--- src/rtl/divider_normalizer_pkg.sv ---
// Shared divider definitions: FSM encoding and width defaults used by the
// normalizer and the downstream remainder right shifter.
package divider_normalizer_pkg;

  // Normalizer FSM encoding.
  typedef enum logic [1:0] {
    ST_IDLE  = 2'd0,
    ST_SHIFT = 2'd1,
    ST_DONE  = 2'd2
  } state_t;

  // Width of A and M, including the sign/guard bit at WIDTH-1.
  localparam int WIDTH_DEF     = 17;
  // Width of the shift count bus; matches the right shifter's shift_pos.
  localparam int CNT_W_DEF     = 3;
  // Largest shift count representable on the count bus.
  localparam int MAX_SHIFT_DEF = 2**CNT_W_DEF - 1;

endpackage

--- src/rtl/norm_shift_reg.sv ---
// Loadable left-shift register with serial input (LSB) and serial output (MSB).
module norm_shift_reg #(
  parameter int W = 17
) (
  input  logic         clk,
  input  logic         rst_b,
  input  logic         load,
  input  logic [W-1:0] load_val,
  input  logic         shift,
  input  logic         serial_in,
  output logic [W-1:0] q,
  output logic         serial_out
);

  // Load has priority over shift; otherwise the contents are held.
  always_ff @(posedge clk or negedge rst_b) begin
    if (!rst_b) begin
      q <= '0;
    end else if (load) begin
      q <= load_val;
    end else if (shift) begin
      q <= {q[W-2:0], serial_in};
    end
  end

  assign serial_out = q[W-1];

endmodule

--- src/rtl/divider_normalizer.sv ---
// Pre-division normalizer: shifts divisor M left until bit WIDTH-2 is set
// (or MAX_SHIFT is reached), shifting {A,Q} in lock-step, and reports the
// shift count. A zero divisor skips normalization and raises div_by_zero.
module divider_normalizer
  import divider_normalizer_pkg::*;
#(
  parameter int WIDTH     = WIDTH_DEF,
  parameter int CNT_W     = CNT_W_DEF,
  parameter int MAX_SHIFT = MAX_SHIFT_DEF
) (
  input  logic               clk,
  input  logic               rst_b,
  input  logic               start,
  input  logic [WIDTH-2:0]   divisor_in,
  input  logic [WIDTH-2:0]   dividend_in,
  output logic               busy,
  output logic               done,
  output logic               div_by_zero,
  output logic [WIDTH-1:0]   m_out,
  output logic [WIDTH-1:0]   a_out,
  output logic [WIDTH-2:0]   q_out,
  output logic [CNT_W-1:0]   shift_cnt,
  output logic [1:0]         state_dbg
);

  localparam int AQ_W = 2*WIDTH - 1;
  localparam logic [CNT_W-1:0] CNT_MAX = CNT_W'(MAX_SHIFT);

  state_t            state, next_state;
  logic              load, shift;
  logic [CNT_W-1:0]  cnt;
  logic              dbz;
  logic [WIDTH-1:0]  m_q;
  logic [AQ_W-1:0]   aq_q;
  logic              m_serial_out, aq_serial_out;
  logic              unused_serial;

  // State register.
  always_ff @(posedge clk or negedge rst_b) begin
    if (!rst_b) state <= ST_IDLE;
    else        state <= next_state;
  end

  // Next-state and datapath control. start is only honoured in IDLE, so a
  // start during SHIFT or in the DONE cycle has no effect.
  always_comb begin
    next_state = state;
    load       = 1'b0;
    shift      = 1'b0;
    unique case (state)
      ST_IDLE: begin
        if (start) begin
          load       = 1'b1;
          next_state = (divisor_in == '0) ? ST_DONE : ST_SHIFT;
        end
      end
      ST_SHIFT: begin
        if (m_q[WIDTH-2] || (cnt == CNT_MAX)) next_state = ST_DONE;
        else                                  shift      = 1'b1;
      end
      ST_DONE:  next_state = ST_IDLE;
      default:  next_state = ST_IDLE;
    endcase
  end

  // Shift counter and divide-by-zero flag, both captured at load.
  always_ff @(posedge clk or negedge rst_b) begin
    if (!rst_b) begin
      cnt <= '0;
      dbz <= 1'b0;
    end else if (load) begin
      cnt <= '0;
      dbz <= (divisor_in == '0);
    end else if (shift) begin
      cnt <= cnt + CNT_W'(1);
    end
  end

  norm_shift_reg #(.W(WIDTH)) u_m_reg (
    .clk        (clk),
    .rst_b      (rst_b),
    .load       (load),
    .load_val   ({1'b0, divisor_in}),
    .shift      (shift),
    .serial_in  (1'b0),
    .q          (m_q),
    .serial_out (m_serial_out)
  );

  norm_shift_reg #(.W(AQ_W)) u_aq_reg (
    .clk        (clk),
    .rst_b      (rst_b),
    .load       (load),
    .load_val   ({{WIDTH{1'b0}}, dividend_in}),
    .shift      (shift),
    .serial_in  (1'b0),
    .q          (aq_q),
    .serial_out (aq_serial_out)
  );

  // Bits shifted out of the top are discarded.
  assign unused_serial = m_serial_out ^ aq_serial_out;

  assign busy        = (state != ST_IDLE);
  assign done        = (state == ST_DONE);
  assign div_by_zero = dbz;
  assign m_out       = m_q;
  assign a_out       = aq_q[AQ_W-1:WIDTH-1];
  assign q_out       = aq_q[WIDTH-2:0];
  assign shift_cnt   = cnt;
  assign state_dbg   = state;

endmodule

--- config.mk ---
export PLATFORM = sky130hd
export DESIGN_NAME = divider_normalizer
export DESIGN_NICKNAME = d
export VERILOG_FILES = /design/src/rtl/divider_normalizer_pkg.sv /design/src/rtl/norm_shift_reg.sv /design/src/rtl/divider_normalizer.sv
export SDC_FILE = /design/constraint.sdc
export NUM_CORES = 1
export LEC_CHECK = 0
export CAP_MARGIN = 20
export CORE_MARGIN = 1.5
export CORE_UTILIZATION = 36
export CTS_CLUSTER_DIAMETER = 120
export DETAILED_ROUTE_END_ITERATION = 6
export HOLD_SLACK_MARGIN = 0.06
export PLACE_DENSITY = 0.69
export RECOVER_POWER = 25
export SLEW_MARGIN = 20
export SYNTH_ARGS = -nofsm -noshare
export SYNTH_HDL_FRONTEND = slang
export SYNTH_SLANG_ARGS = --single-unit
--- constraint.sdc ---
create_clock -name clk -period 2.3 [get_ports clk]
set_input_delay 0.575 -clock clk [delete_from_list [all_inputs] [get_ports clk]]
set_output_delay 0.575 -clock clk [all_outputs]
set_load 0.02 [all_outputs]
==> out/summary.txt, run 1 <==
SYNTH
-------------------------------------------------------------------------------------
Total of flip-flops plus latches after synthesis                                   56
Share of the synthesized area in the top cell type                             60.61%
Cell Area, Synth                                                             2312 µm²
Cell with the most instances after synthesis                             sky130_fd_sc_hd__dfrtp_1
Warnings, synthesis                                                                 0
List of most frequent post-synthesis cells                               sky130_fd_sc_hd__dfrtp_1 (56), sky130_fd_sc_hd__a22o_1 (50), sky130_fd_sc_hd__a21o_1 (30)
Sequential fraction of the synthesis area                                      60.61%
Number of synthesized flops with an enable pin                                      0
Syn Nets                                                                          211
Distinct cells, synth                                                              20
Prevailing post-synth register cell                                      sky130_fd_sc_hd__dfrtp_1
Synthesized area divided by synthesized cell count                          13.29 µm²
Top cells by area in the synthesized netlist                             sky130_fd_sc_hd__dfrtp_1 (61%), sky130_fd_sc_hd__a22o_1 (19%), sky130_fd_sc_hd__a21o_1 (9.7%)
Ys async rst share                                                             100.0%
Largest area contributor in the synthesized netlist                      sky130_fd_sc_hd__dfrtp_1
Cells after Synth                                                                 174

FLOORPLAN
-------------------------------------------------------------------------------------
Die width                                                                    83.14 µm
Die footprint                                                                6912 µm²
# rows                                                                             29
Core footprint                                                               6277 µm²
Boundary pin count                                                                 93
Height of the die                                                            83.14 µm
Effective utilization at floorplan                                             36.83%

CRITICAL PATH
-------------------------------------------------------------------------------------
CP startpoint kind                                                               flop
WP data arrival                                                               1.62 ns
Required time reported for the critical path endpoint                         1.73 ns
Category of the worst setup path capture point                             output pin
Critical Path Fanout Max                                                            7
Kind of critical path                                                    flop to output pin

ROUTING
-------------------------------------------------------------------------------------
Number of vias per cell                                                         5.459
Count of TritonRoute iterations in the first routing pass                           4
Average wire per standard cell                                               16.51 µm
Residual DRC                                                                        0
Total via count in the routed design                                             1845
Total routed wirelength                                                       5582 µm
Number of nets with antenna violations after detailed routing                       0
Count of routing violations after the opening detailed-route iteration             95

PLACEMENT
-------------------------------------------------------------------------------------
GP Congestion                                                                  0.7393
Count of buffers from port buffering                                               92
Count of placed standard cells including taps                                     332
Half-perimeter wire length of the detailed placement result                   3817 µm

FINAL LAYOUT
-------------------------------------------------------------------------------------
Final Non-Filler Cells                                                            338
Area Growth Syn to Fin                                                         47.19%
Fraction of final layout cells sized beyond drive strength 1                   6.130%
Antenna fix cells                                                                   0
Number of nets in the finished design                                             300

TIMING
-------------------------------------------------------------------------------------
Number of endpoints failing setup at the final stage                                0
Min cycle time layout                                                        2.193 ns
Max Fclk                                                                    456.0 MHz
RSZ-0062 raised after global routing                                            false
Worst Skew                                                                0.003674 ns
Total count of max-transition violations in the final report                       33
Share of the clock period used by the worst path                               95.34%
Final Hold Vio Count                                                                0
Transition time at the pin with the least slew margin                        1.807 ns
Max-slew headroom at the worst pin                                            -20.44%

GLOBAL ROUTE
-------------------------------------------------------------------------------------
Global-route track usage on met3                                               3.976%
Most utilized layer in the global route result                                   met2
Antenna violations before repair                                                    0
Pin count of the biggest net entering global routing                               53
Global-route wire length before repair                                        9349 µm
Met2 routing resource usage after global routing                               25.94%
Total grt overflow                                                                  0
Fraction of met1 tracks used by global routing                                 23.33%
Aggregate global-route resource usage                                          16.81%
Number of global-route vias before repair                                        1832

POWER
-------------------------------------------------------------------------------------
Power per standard cell area                                              1340 nW/µm²
Overall power after layout                                                   4.562 mW
Static Leakage                                                               1.636 nW
Peak ir drop on the vdd network                                            0.001140 V

CLOCK NETWORK
-------------------------------------------------------------------------------------
Latest clock arrival within the worst-skew pair                               0.30 ns
Number of buffers inserted during clock tree synthesis                              5
Clock tree from TritonCTS                                                        done
Count of buffers added by post-CTS timing repair for setup                          0
Count of hold-fix buffers inserted at cts                                           0
Cts repair resizes                                                                  0
Maximum clock insertion buffer count                                                2
Clock Sink Count                                                                   56
Number of H-tree branching levels                                                   2
Clock Tree Root                                                          sky130_fd_sc_hd__clkbuf_8
Clock-pin slew on the worst setup and hold paths                              0.08 ns

JOB
-------------------------------------------------------------------------------------
Maxcap violations                                                                   1

OUTCOME
-------------------------------------------------------------------------------------
Failing checks                                                           max-capacitance violations, max-slew violations
Status                                                                   finished with violations

HOLD PATH
-------------------------------------------------------------------------------------
Worst min-delay path class                                               flop to flop

## per-layer routing
layer | part of all wire, % | routed length (µm) | up-vias
met2 | 48 | 2665 | 52
met3 | 5.2 | 293 | 7
met4 | 1.6 | 87 | 0
li1 | - | - | 846
met5 | 0 | 0 | -
met1 | 45 | 2537 | 940
## flip-flops by register name, indices dropped and copies added, names as in the netlist
register and flops:
u_aq_reg.q 33, shift_cnt 3, u_m_reg.q 17, div_by_zero 1, state_dbg 2
## final cells by class
| type | instances | area, µm² |
|---|---|---|
| multi-input cells | 103 | 852.1 |
| well taps | 77 | 96.34 |
| clock buffers | 5 | 68.82 |
| repair buffers | 97 | 984.7 |
| flip-flops and latches | 56 | 1401 |
| fillers | 565 | 2874 |
## worst max-delay path: stages, from the launching register on
cell	delay (ns)
sky130_fd_sc_hd__dfrtp_1	0.48
sky130_fd_sc_hd__or2_2	0.31
sky130_fd_sc_hd__clkdlybuf4s50_1	0.53
## logic make-up after synthesis
kind of cell	after synthesis	share of synthesized area (%)
mux	1	0.4870
simple gates	16	5.032
buf+inv	15	3.138
compound gates	84	29.65
fa+ha+maj	2	1.082
flops	56	60.61
## final timing paths
path / start / endpoint / slack (ns) / cells past startpoint
min: div_by_zero / div_by_zero / 0.48 / 2
max: state_dbg[1] / busy / 0.11 / 2
max in group asynchronous: rst_b / u_aq_reg.q[26] / 0.51 / 1
min in group asynchronous: rst_b / u_aq_reg.q[4] / 0.74 / 1
max reg2reg: shift_cnt[0] / shift_cnt[0] / 0.27 / 6
min reg2reg: div_by_zero / div_by_zero / 0.48 / 2
## through the flow
| step | TNS (ns) | utilization, % | area [µm²] | hold slack [ns] | worst slack [ns] |
|---|---|---|---|---|---|
| after global routing | 0 | 54.22 | 3403 | 0.5189 | 0.02480 |
| after floorplan | 0 | - | 2312 | 0.2794 | 0.4019 |
| final | 0 | 54.22 | 3403 | 0.4837 | 0.1072 |
| after CTS | 0 | 53.80 | 3377 | 0.3594 | 0.08978 |
| after detailed placement | -2.271 | 52.70 | 3308 | 0.4735 | -0.1193 |
| after global placement | -1.845 | 52.70 | 3308 | 0.4652 | -0.1111 |
## power breakdown
group	switching [mW]	internal (mW)
Sequential	0.315	1.33
Combinational	1.21	1.23
Clock	0.279	0.197
Total	1.80	2.76
## layout by cell type, fill, tap and decap left out
cell type and instances:
sky130_fd_sc_hd__and2_1 1, sky130_fd_sc_hd__ha_1 2, sky130_fd_sc_hd__nor4b_4 1, sky130_fd_sc_hd__clkdlybuf4s50_1 91
sky130_fd_sc_hd__mux2_2 1, sky130_fd_sc_hd__buf_16 1, sky130_fd_sc_hd__buf_4 3, sky130_fd_sc_hd__nor4_1 4
sky130_fd_sc_hd__or3b_2 1, sky130_fd_sc_hd__clkbuf_1 1, sky130_fd_sc_hd__buf_12 1, sky130_fd_sc_hd__nor3b_4 1
sky130_fd_sc_hd__nor2_4 1, sky130_fd_sc_hd__a22oi_1 1, sky130_fd_sc_hd__clkbuf_8 5, sky130_fd_sc_hd__a22o_1 50
sky130_fd_sc_hd__a21o_1 30, sky130_fd_sc_hd__nor2b_1 2, sky130_fd_sc_hd__or2_2 1, sky130_fd_sc_hd__o21ai_0 3
sky130_fd_sc_hd__dfrtp_1 56, sky130_fd_sc_hd__nand2_1 3, sky130_fd_sc_hd__nand4_1 1
Power figures use the tool's default switching activity.
==> run 2: changes to the inputs <==
--- a/config.mk
+++ b/config.mk
@@ -12,7 +12,8 @@
 export DETAILED_ROUTE_END_ITERATION = 6
 export HOLD_SLACK_MARGIN = 0.06
 export PLACE_DENSITY = 0.69
-export RECOVER_POWER = 25
+export RECOVER_POWER = 50
+export SETUP_SLACK_MARGIN = 0.5
 export SLEW_MARGIN = 20
 export SYNTH_ARGS = -nofsm -noshare
 export SYNTH_HDL_FRONTEND = slang
==> out/summary.txt, run 2 (synthesis results as in run 1) <==
FINAL LAYOUT
-------------------------------------------------------------------------------------
Fraction of final layout cells sized beyond drive strength 1                   15.30%
Final Non-Filler Cells                                                            358
Highest-count cells in the layout ignoring fill and taps                 sky130_fd_sc_hd__dlygate4sd2_1 (56), sky130_fd_sc_hd__dfrtp_1 (54), sky130_fd_sc_hd__a22o_1 (50)
Number of nets in the finished design                                             318
Area of all placed cells without fillers                                     3582 µm²
Commonest non-fill, non-tap cell in the layout                           sky130_fd_sc_hd__dlygate4sd2_1
Flip-flop count of the largest register after layout                               33
Sequential Area                                                              1404 µm²
Number of inserted filler cells in the final layout                               554
Register bank with the most flops                                          u_aq_reg.q
Antenna fix cells                                                                   0
Multi-input logic area                                                      900.9 µm²
Area Growth Syn to Fin                                                         54.92%

CRITICAL PATH
-------------------------------------------------------------------------------------
WP data arrival                                                               1.20 ns
Critical Path Fanout Max                                                            5
Kind of critical path                                                    flop to output pin
Critical-path cell list                                                  or2_2 -> clkbuf_2
Slowest stage cell on the critical path                                  sky130_fd_sc_hd__dfrtp_2
Category of the worst setup path capture point                             output pin
CP startpoint kind                                                               flop
Required time reported for the critical path endpoint                         1.73 ns
Largest stage delay, worst path                                               0.45 ns

TIMING
-------------------------------------------------------------------------------------
Final critical-path setup slack                                             0.5232 ns
Transition time at the pin with the least slew margin                        1.381 ns
Number of endpoints failing setup at the final stage                                0
Max Fclk                                                                    562.8 MHz
Max-slew headroom at the worst pin                                             7.946%
Worst Skew                                                                0.006015 ns
Share of the clock period used by the worst path                               77.25%
Hold WS                                                                     0.5017 ns
Final Hold Vio Count                                                                0
Total count of max-transition violations in the final report                        0
RSZ-0062 raised after global routing                                             true
Min cycle time layout                                                        1.777 ns

CLOCK NETWORK
-------------------------------------------------------------------------------------
Clock Tree Root                                                          sky130_fd_sc_hd__clkbuf_8
Number of H-tree branching levels                                                   2
Clock tree from TritonCTS                                                        done
Clock-pin slew on the worst setup and hold paths                              0.09 ns
Maximum clock insertion buffer count                                                2
Clock Sink Count                                                                   56
Number of buffers inserted during clock tree synthesis                              5
Latest clock arrival within the worst-skew pair                               0.30 ns

PLACEMENT
-------------------------------------------------------------------------------------
Total cell area at the placement stage                                       3288 µm²
Count of buffers from port buffering                                               92
Setup Slack @ Placement                                                    -0.1537 ns
Count of placed standard cells including taps                                     331
Half-perimeter wire length of the detailed placement result                   3665 µm
GP Congestion                                                                  0.7102

GLOBAL ROUTE
-------------------------------------------------------------------------------------
Pin count of the biggest net entering global routing                               57
Antenna violations before repair                                                    0
Total grt overflow                                                                  0
Global-route wire length before repair                                       10490 µm
Aggregate global-route resource usage                                          19.17%
Number of global-route vias before repair                                        1948

FLOORPLAN
-------------------------------------------------------------------------------------
Height of the die                                                            83.14 µm
Core footprint                                                               6277 µm²
Die footprint                                                                6912 µm²
# rows                                                                             29
Boundary pin count                                                                 93
Effective utilization at floorplan                                             36.83%
Die width                                                                    83.14 µm

ROUTING
-------------------------------------------------------------------------------------
Average wire per standard cell                                               18.64 µm
Count of TritonRoute iterations in the first routing pass                           4
Total via count in the routed design                                             1954
Number of vias per cell                                                         5.458
Residual DRC                                                                        0
Number of nets with antenna violations after detailed routing                       0
Count of routing violations after the opening detailed-route iteration            118
Total routed wirelength                                                       6672 µm

POWER
-------------------------------------------------------------------------------------
Static Leakage                                                               1.934 nW
Overall power after layout                                                   4.876 mW
Peak ir drop on the vdd network                                           0.0009836 V
Power per standard cell area                                              1361 nW/µm²

JOB
-------------------------------------------------------------------------------------
Maxcap violations                                                                   0

OUTCOME
-------------------------------------------------------------------------------------
Status                                                                   complete, no violations

HOLD PATH
-------------------------------------------------------------------------------------
Worst min-delay path class                                               flop to flop

run 2: cell count changes in the layout (fill, tap and decap cells not counted), sizes merged:
cell           before  now
clkdlybuf4s50      91   32
dlygate4sd2         0   56
buf                 5   19
clkbuf              6   11
nor2                1    4
dlygate4sd3         0    1
run 2: path summary, 6_finish.rpt:
path,from,endpoint,cells after the start,slack [ns]
worst max-delay path,state_dbg[0],busy,2,0.52
min in group asynchronous,rst_b,u_aq_reg.q[30],2,0.66
worst min-delay path,u_aq_reg.q[32],u_aq_reg.q[32],1,0.50
max in group asynchronous,rst_b,state_dbg[0],2,0.72
worst max register to register,shift_cnt[1],u_m_reg.q[9],8,0.55
worst min register to register,u_aq_reg.q[32],u_aq_reg.q[32],1,0.50
run 2: through the flow:
stage	TNS (ns)	util, %
2_1_floorplan	0	-
3_3_place_gp	-2.081	52.38
3_5_place_dp	-4.298	52.38
4_1_cts	0	56.05
5_1_grt	0	57.07
6_report	0	57.07
run 2: power by group:
group / internal, mW / switching, mW / leakage [nW]
Combinational: 1.27 / 1.41 / 1.16
Sequential: 1.33 / 0.296 / 0.722
Clock: 0.269 / 0.302 / 0.0503
run 2: layer usage:
| metal | track usage, % | routed length (µm) | part of all wire (%) | vias up |
|---|---|---|---|---|
| li1 | - | - | - | 879 |
| met1 | 26.06 | 2934 | 44 | 1009 |
| met2 | 31.34 | 3412 | 51 | 61 |
| met3 | 4.672 | 287 | 4.3 | 5 |
| met4 | 4.091 | 38 | 0.57 | 0 |
| met5 | 0 | 0 | 0 | - |
run 2: layout make-up:
cell class	count	share of cell area, %
flip-flops and latches	56	39.19
clock buffers	7	2.689
well taps	77	2.689
multi-input cells	106	25.15
repair buffers	112	30.28
run 2: worst max-delay path: cells and delay by family, from the launching register on:
kind | cells | cell delay, ns
flip-flops | 1 | 0.45
AND/OR/NAND/NOR | 1 | 0.30
buffers and inverters | 1 | 0.15
run 2: repair_timing:
item	in CTS	in global routing
pin swaps	3	4
gates resized for setup	71	8
buffers inserted	9	5
setup endpoints to repair	112	48
cloned	5	1
hold buffers	0	0
==> run 3: changes to the inputs <==
==> constraint.sdc (replaced) <==
create_clock -name clk -period 1.8 [get_ports clk]
set_input_delay 0.45 -clock clk [delete_from_list [all_inputs] [get_ports clk]]
set_output_delay 0.45 -clock clk [all_outputs]
set_load 0.02 [all_outputs]
==> out/summary.txt, run 3 (synthesis results as in run 1) <==
HOLD PATH
-------------------------------------------------------------------------------------
Worst min-delay path class                                               flop to flop

FINAL LAYOUT
-------------------------------------------------------------------------------------
Final core utilization                                                         65.28%
Area of all placed cells without fillers                                     4098 µm²
Register bank with the most flops                                          u_aq_reg.q
Final Non-Filler Cells                                                            420
Number of nets in the finished design                                             379
Flip-flop count of the largest register after layout                               33
Fraction of final layout cells sized beyond drive strength 1                   40.82%
Highest-count cells in the layout ignoring fill and taps                 sky130_fd_sc_hd__buf_4 (65), sky130_fd_sc_hd__dfrtp_1 (52), sky130_fd_sc_hd__a22o_1 (50)
Area Growth Syn to Fin                                                         77.22%
Antenna fix cells                                                                   0
Commonest non-fill, non-tap cell in the layout                           sky130_fd_sc_hd__buf_4

FLOORPLAN
-------------------------------------------------------------------------------------
Die footprint                                                                6912 µm²
Die width                                                                    83.14 µm
Height of the die                                                            83.14 µm
# rows                                                                             29
Core footprint                                                               6277 µm²
Effective utilization at floorplan                                             36.83%
Boundary pin count                                                                 93

ROUTING
-------------------------------------------------------------------------------------
Average wire per standard cell                                               16.76 µm
Number of nets with antenna violations after detailed routing                       0
Count of routing violations after the opening detailed-route iteration             85
Total routed wirelength                                                       7040 µm
Number of vias per cell                                                         5.236
Total via count in the routed design                                             2199
Residual DRC                                                                        0
Count of TritonRoute iterations in the first routing pass                           5

CRITICAL PATH
-------------------------------------------------------------------------------------
Largest stage delay, worst path                                               0.44 ns
Required time reported for the critical path endpoint                         1.99 ns
Category of the worst setup path capture point                                   flop
Critical Path Fanout Max                                                            7
Crit-path most repeated cell                                             sky130_fd_sc_hd__ha_4
CP startpoint kind                                                               flop
Critical path's top delay family                                           flip-flops
WP data arrival                                                               1.92 ns
Kind of critical path                                                    flop to flop
Critical-path cell list                                                  ha_4 -> ha_4 -> nor4b_4 -> buf_6 -> nor2_4 -> buf_12 -> a22o_1
Slowest stage cell on the critical path                                  sky130_fd_sc_hd__dfrtp_2
Buffers plus inverters on the worst setup path                                      2

TIMING
-------------------------------------------------------------------------------------
Worst Skew                                                                 0.01488 ns
Hold WS                                                                     0.5012 ns
Total count of max-transition violations in the final report                        0
Number of endpoints failing setup at the final stage                                0
Max-slew headroom at the worst pin                                             9.314%
Sum of negative setup slack                                                      0 ns
RSZ-0062 raised after global routing                                             true
Max Fclk                                                                    577.9 MHz
Transition time at the pin with the least slew margin                        1.360 ns
Share of the clock period used by the worst path                               96.13%
Min cycle time layout                                                        1.730 ns
Final Hold Vio Count                                                                0

CLOCK NETWORK
-------------------------------------------------------------------------------------
Clock-pin slew on the worst setup and hold paths                              0.10 ns
Count of hold-fix buffers inserted at cts                                           0
Clock tree from TritonCTS                                                        done
Clock Tree Root                                                          sky130_fd_sc_hd__clkbuf_8
Latest clock arrival within the worst-skew pair                               0.31 ns
Number of H-tree branching levels                                                   2
Maximum clock insertion buffer count                                                2
Number of buffers inserted during clock tree synthesis                              5
Clock Sink Count                                                                   56

PLACEMENT
-------------------------------------------------------------------------------------
Half-perimeter wire length of the detailed placement result                   3685 µm
Count of buffers from port buffering                                               92
Total cell area at the placement stage                                       3428 µm²
GP Congestion                                                                  0.7508
Count of placed standard cells including taps                                     339

GLOBAL ROUTE
-------------------------------------------------------------------------------------
Pin count of the biggest net entering global routing                               57
Antenna violations before repair                                                    0
Global-route wire length before repair                                       10510 µm
Total grt overflow                                                                  0
Number of global-route vias before repair                                        2096
Aggregate global-route resource usage                                          18.73%

POWER
-------------------------------------------------------------------------------------
Static Leakage                                                               2.124 nW
Peak ir drop on the vdd network                                            0.001208 V
Power per standard cell area                                              1803 nW/µm²

OUTCOME
-------------------------------------------------------------------------------------
Status                                                                   complete, no violations

JOB
-------------------------------------------------------------------------------------
Maxcap violations                                                                   0

==> run 3: worst register-to-register path, cell delays in order, from the launching register on <==
cell and delay (ns):
sky130_fd_sc_hd__dfrtp_2 0.44, sky130_fd_sc_hd__ha_4 0.17, sky130_fd_sc_hd__ha_4 0.16, sky130_fd_sc_hd__nor4b_4 0.21, sky130_fd_sc_hd__buf_6 0.18, sky130_fd_sc_hd__nor2_4 0.09, sky130_fd_sc_hd__buf_12 0.16, sky130_fd_sc_hd__a22o_1 0.19
==> run 3: what timing repair did <==
action	4_1_cts	5_1_grt
pin swaps	7	12
endpoints found under the setup margin	114	114
buffers inserted	48	17
resized for setup	346	31
cloned	2	6
==> run 3: path summary, 6_finish.rpt <==
kind	endpoint	slack, ns	cells after the start	startpoint
max	u_aq_reg.q[25]	0.07	7	shift_cnt[1]
min	u_m_reg.q[16]	0.50	1	u_m_reg.q[16]
min reg2reg	u_m_reg.q[16]	0.50	1	u_m_reg.q[16]
max in group asynchronous	shift_cnt[1]	0.38	2	rst_b
min in group asynchronous	state_dbg[1]	0.52	2	rst_b
max reg2reg	u_aq_reg.q[25]	0.07	7	shift_cnt[1]
==> run 3: metal layers <==
| layer | routed length, µm | vias to the layer above | part of all wire [%] | GRT usage [%] |
|---|---|---|---|---|
| met1 | 3227 | 1113 | 46 | 26.71 |
| li1 | - | 1007 | - | - |
| met3 | 332 | 5 | 4.7 | 4.771 |
| met5 | 0 | - | 0 | 0 |
| met4 | 51 | 0 | 0.72 | 4.697 |
| met2 | 3429 | 74 | 49 | 28.75 |
==> run 3: report_power, final <==
part	switching [mW]	internal [mW]	total [mW]
Clock	0.393	0.352	0.745
Combinational	2.08	2.52	4.60
Sequential	0.333	1.71	2.04
Total	2.81	4.58	7.39
==> run 3: per-stage QoR <==
step	total power [mW]	setup slack, ns
after floorplan	4.008	0.1141
after global placement	5.394	-0.008745
after detailed placement	5.436	-0.0004218
after CTS	6.985	0.05508
after global routing	7.802	0.02398
final	7.387	0.06957
==> run 3: cell type report <==
cell class	instances	area [µm²]
fillers	514	2180
repair buffers	175	1570
flip-flops and latches	56	1406
multi-input cells	104	924.6
clock buffers	8	100.1
well taps	77	96.34
